### src/rtl/regfile.sv
// ---------------------------------------------------------------------------
// regfile: general-purpose register file for the five-stage MIPS pipeline.
//
// 32 x 32-bit registers, two combinational read ports for decode and one
// synchronous write port from write-back. Register 0 is hardwired to zero.
// A same-cycle write-to-read bypass covers the WB->ID hazard that decode's
// EX/MEM forwarding does not.
//
// Ports:
//   clk     rising-edge clock
//   rst     synchronous active-high reset; also forces both read ports to 0
//   we      write enable from write-back
//   waddr   write register index
//   wdata   write data
//   re1     read port 1 enable
//   raddr1  read port 1 index
//   rdata1  read port 1 data (combinational)
//   re2     read port 2 enable
//   raddr2  read port 2 index
//   rdata2  read port 2 data (combinational)
// ---------------------------------------------------------------------------
module regfile #(
    parameter int unsigned DATA_W   = 32,
    parameter int unsigned ADDR_W   = 5,
    parameter int unsigned NUM_REGS = 2 ** ADDR_W
) (
    input  logic              clk,
    input  logic              rst,
    input  logic              we,
    input  logic [ADDR_W-1:0] waddr,
    input  logic [DATA_W-1:0] wdata,
    input  logic              re1,
    input  logic [ADDR_W-1:0] raddr1,
    output logic [DATA_W-1:0] rdata1,
    input  logic              re2,
    input  logic [ADDR_W-1:0] raddr2,
    output logic [DATA_W-1:0] rdata2
);

    logic [DATA_W-1:0] regs_q [NUM_REGS];

    // Storage. Writes to index 0 are dropped so regs_q[0] stays zero.
    always_ff @(posedge clk) begin
        if (rst) begin
            for (int i = 0; i < int'(NUM_REGS); i++) begin
                regs_q[i] <= '0;
            end
        end else if (we && (waddr != '0)) begin
            regs_q[waddr] <= wdata;
        end
    end

    // Shared read-port priority: reset, zero register, bypass, array, disabled.
    function automatic logic [DATA_W-1:0] read_port(input logic              re,
                                                   input logic [ADDR_W-1:0] raddr);
        logic [DATA_W-1:0] data;
        data = '0;
        if (rst) begin
            data = '0;
        end else if (raddr == '0) begin
            data = '0;
        end else if (re && we && (waddr == raddr)) begin
            data = wdata;
        end else if (re) begin
            data = regs_q[raddr];
        end
        return data;
    endfunction

    always_comb begin
        rdata1 = read_port(re1, raddr1);
        rdata2 = read_port(re2, raddr2);
    end

endmodule

### config.mk
export PLATFORM = sky130hd
export DESIGN_NAME = regfile
export DESIGN_NICKNAME = d
export VERILOG_FILES = /design/src/rtl/regfile.sv
export SDC_FILE = /design/constraint.sdc
export NUM_CORES = 2
export LEC_CHECK = 0
export CAP_MARGIN = 30
export CORE_MARGIN = 5
export CORE_UTILIZATION = 24
export DETAILED_ROUTE_END_ITERATION = 10
export GPL_TIMING_DRIVEN = 0
export SLEW_MARGIN = 20
export SYNTH_ARGS = -nofsm -noshare
export SYNTH_HDL_FRONTEND = slang
export SYNTH_SLANG_ARGS = --single-unit
### constraint.sdc
create_clock -name clk -period 3.58 [get_ports clk]
set_input_delay 1.074 -clock clk [delete_from_list [all_inputs] [get_ports clk]]
set_output_delay 1.074 -clock clk [all_outputs]
set_load 0.005 [all_outputs]
==> summary.txt <==
Outcome
  – Status: finished with violations
  – Violated checks: negative setup slack

Floorplan
  – Die width: between 400 and 500 um
  – Initial Util: 0.2405
  – Core Region: 229200 um2
  – Die Ht: about 500 um
  – Num ports: 116
  – Die ar.: roughly 240000 um2
  – Placement Rows: approximately 180

Synthesis
  – Post-synthesis sequential area ratio: 0.5577
  – Synth top area share: 0.5577
  – Mux share of post-synthesis cell area: 0.2377
  – Largest family of logic cells by synthesized area: multiplexers
  – Synth area leader: edfxtp_1
  – Top_reg_cell synth: edfxtp_1
  – Yosys cell types: 43
  – Area contributors post-synth: edfxtp_1 (56%), mux4_2 (21%), and2_1 (11%), mux2i_1 (2.8%), a211oi_1 (2.0%)
  – Synth Area in Adders: 0
  – Netlist Area Pre-Place: around 55000 um2
  – Synth Area in Simple Gates: 0.1301
  – Synth warnings: 0
  – Synth Area per Inst: about 16 um2
  – Xor/xnor share of the synthesized area: 0.001588
  – Synth async-reset ratio: 0
  – Synthesized flop and latch total: about 1000
  – Synth Area in Compound Gates: 0.04055
  – Most frequent cell after synthesis: edfxtp_1
  – Cells after Synth: 3554
  – Post-synth EDFFs: between 1000 and 1500
  – Synth cell count leaders: edfxtp_1 (1024), and2_1 (992), mux4_2 (512), clkbuf_1 (268), mux2i_1 (156)

Clock network
  – CTS Buffer Depth: 3
  – Clock sinks: 1024
  – CTS tree: done
  – H-tree levels: 3
  – Clock root buffer: clkbuf_16
  – CTS Hold Bufs: 0
  – Clock-pin transition on the worst setup and hold timing paths: 70 ps
  – CTS Buf Count: 102

STA
  – Endpoints failing hold: 0
  – Fmax: 223.3 MHz
  – Min cycle time layout: between 4000 and 5000 ps
  – Final setup viols: between 100 and 150
  – Setup ws final: -898.8 ps
  – Hold Worst Slack: between 1000 and 1500 ps
  – Worst Tran Pin Value: around 930 ps
  – Final Cycle Share: 1.251
  – Slew headroom: 0.3812
  – Max-slew violations: 0
  – RSZ-0062 raised after global routing: yes

Placement
  – Hpwl dp: ~160 mm
  – Place WS: -2700 ps
  – PortBufs: between 100 and 150
  – RD Place Congestion: between 0.9 and 1

Worst setup path
  – Slowest-stage cell, CP: mux4_2
  – CP peak stage delay: between 500 and 600 ps
  – Cell count along the critical path: 10
  – Crit Path Category: input pin to primary output
  – CP max FO: 7
  – Crit path buf inv count: 6
  – Most used cell along the critical path: buf_16
  – Top delay family on crit path: buffers and inverters
  – Worst EP arrival: 3400 ps
  – Required @ worst endpoint: approximately 2500 ps
  – Startpoint Class: input pin
  – Worst setup EP type: primary output
  – Crit-path cells: buf_16, buf_16, buf_16, buf_12, buf_16, mux4_2, mux2i_2, a211oi_2, a211o_1, buf_2

Cells and area
  – Biggest register: regs_q
  – Final #Nets: 4080
  – Biggest regs: regs_q: 1024 flops
  – Max reg flops: ~1000
  – Synth-to-Final Area Change: 28.69%
  – Layout cell share with drive strength beyond 1: 0.3764

Power and ir drop
  – Max VDD drop: 0.0003713 V
  – P per Cell Area: 425.6 nW/um2
  – Total power: 30.20 mW
  – P_leak: 23.86 nW

Routing
  – Antenna Nets Post-Route: 0
  – Drt initial violations: between 5000 and 6000
  – Via count: between 30000 and 40000
  – DRT Pass-1 Iters: 5
  – Via-to-Cell Ratio: 5.152
  – Routed WL: between 200 and 250 mm
  – DRC: 0
  – Wirelength per Cell: between 30 and 40 um

Min path
  – Hold Path Sink: regs_q[5][30]
  – Hold Crit Start: wdata[30]
  – Hold WC Path Type: input pin to register
  – Hold depth: 2

Global routing
  – Remaining Overflow, GRT: 0
  – Vias in the first global route: 36790
  – Largest net degree at the start of global routing: 33
  – Initial antenna violation count: 24
  – First-pass GRT wire length: 298.8 mm
  – GRT Resource Usage Total: 0.1785

Run
  – Max-Cap Viols: 0
## repair_timing
item	CTS	global route
pin swaps	119	114
endpoints found under the setup margin	864	645
cloned	22	3
buffers inserted	118	91
resized for setup	1054	218
## worst max path at each step
stage | start | to
after floorplan | raddr1[2] | rdata1[18]
final | raddr1[0] | rdata1[31]
after global placement | raddr2[0] | rdata2[13]
after CTS | raddr2[2] | rdata2[27]
after global routing | raddr1[0] | rdata1[31]
after detailed placement | raddr1[1] | rdata1[16]
## area by class of cell
cell class / instances / area [um2]
Timing Repair Buffer: 344 / 4274
Antenna cell: 14 / 35.03
Multi-Input combinational cell: 2167 / 25420
Tap cell: 3026 / 3786
Fill cell: 22320 / 158300
Clock inverter: 60 / 604.3
Buffer: 389 / 3418
Sequential cell: 1024 / 30750
Clock buffer: 123 / 2674
## placed cells by master (no fill, tap or decap), types with 19 or more instances in the layout
| cell | count |
|---|---|
| a211o_4 | 19 |
| a211oi_1 | 38 |
| a211oi_2 | 101 |
| and2_1 | 992 |
| buf_12 | 84 |
| buf_16 | 42 |
| buf_2 | 28 |
| buf_4 | 92 |
| buf_6 | 128 |
| buf_8 | 39 |
| clkbuf_1 | 220 |
| clkbuf_16 | 116 |
| clkbuf_2 | 30 |
| clkdlybuf4s50_1 | 35 |
| clkinv_2 | 22 |
| conb_1 | 32 |
| edfxtp_1 | 1024 |
| mux2i_1 | 40 |
| mux2i_2 | 33 |
| mux2i_4 | 83 |
| mux4_2 | 512 |
| nor2_2 | 24 |
| nor2b_1 | 61 |
| or2_4 | 20 |
## cells by family after synthesis
family | Yosys count
AO/OA/AOI/OAI | 295
buffers and inverters | 396
multiplexers | 669
flip-flops | 1024
XOR/XNOR | 10
other | 1
AND/OR/NAND/NOR | 1159
## metal layers
layer / routed length (um) / part of all wire / GRT usage
met3: 20620 / 0.093 / 0.03315
met5: 13 / 0.000059 / 0
met1: 75290 / 0.34 / 0.2078
met2: 106400 / 0.48 / 0.2948
met4: 18650 / 0.084 / 0.1314
## metrics by stage
stage	cells	instance area (um2)	setup TNS (ps)	utilization
2_1_floorplan	3585	55750	-3259	-
3_3_place_gp	6713	60560	-1753260	0.2642
3_5_place_dp	6736	61030	-1519300	0.2662
4_1_cts	7058	69610	-51250	0.3036
5_1_grt	7145	70950	-46710	0.3095
6_report	7147	70960	-49160	0.3095
## where the power goes
part | internal, mW | switching, mW | leakage [nW] | total [mW]
registers | 13.9 | 0.365 | 9.75 | 14.2
logic | 2.27 | 2.68 | 12.5 | 4.96
clock network | 6.11 | 4.91 | 1.61 | 11.0
Power figures use the tool's default switching activity.
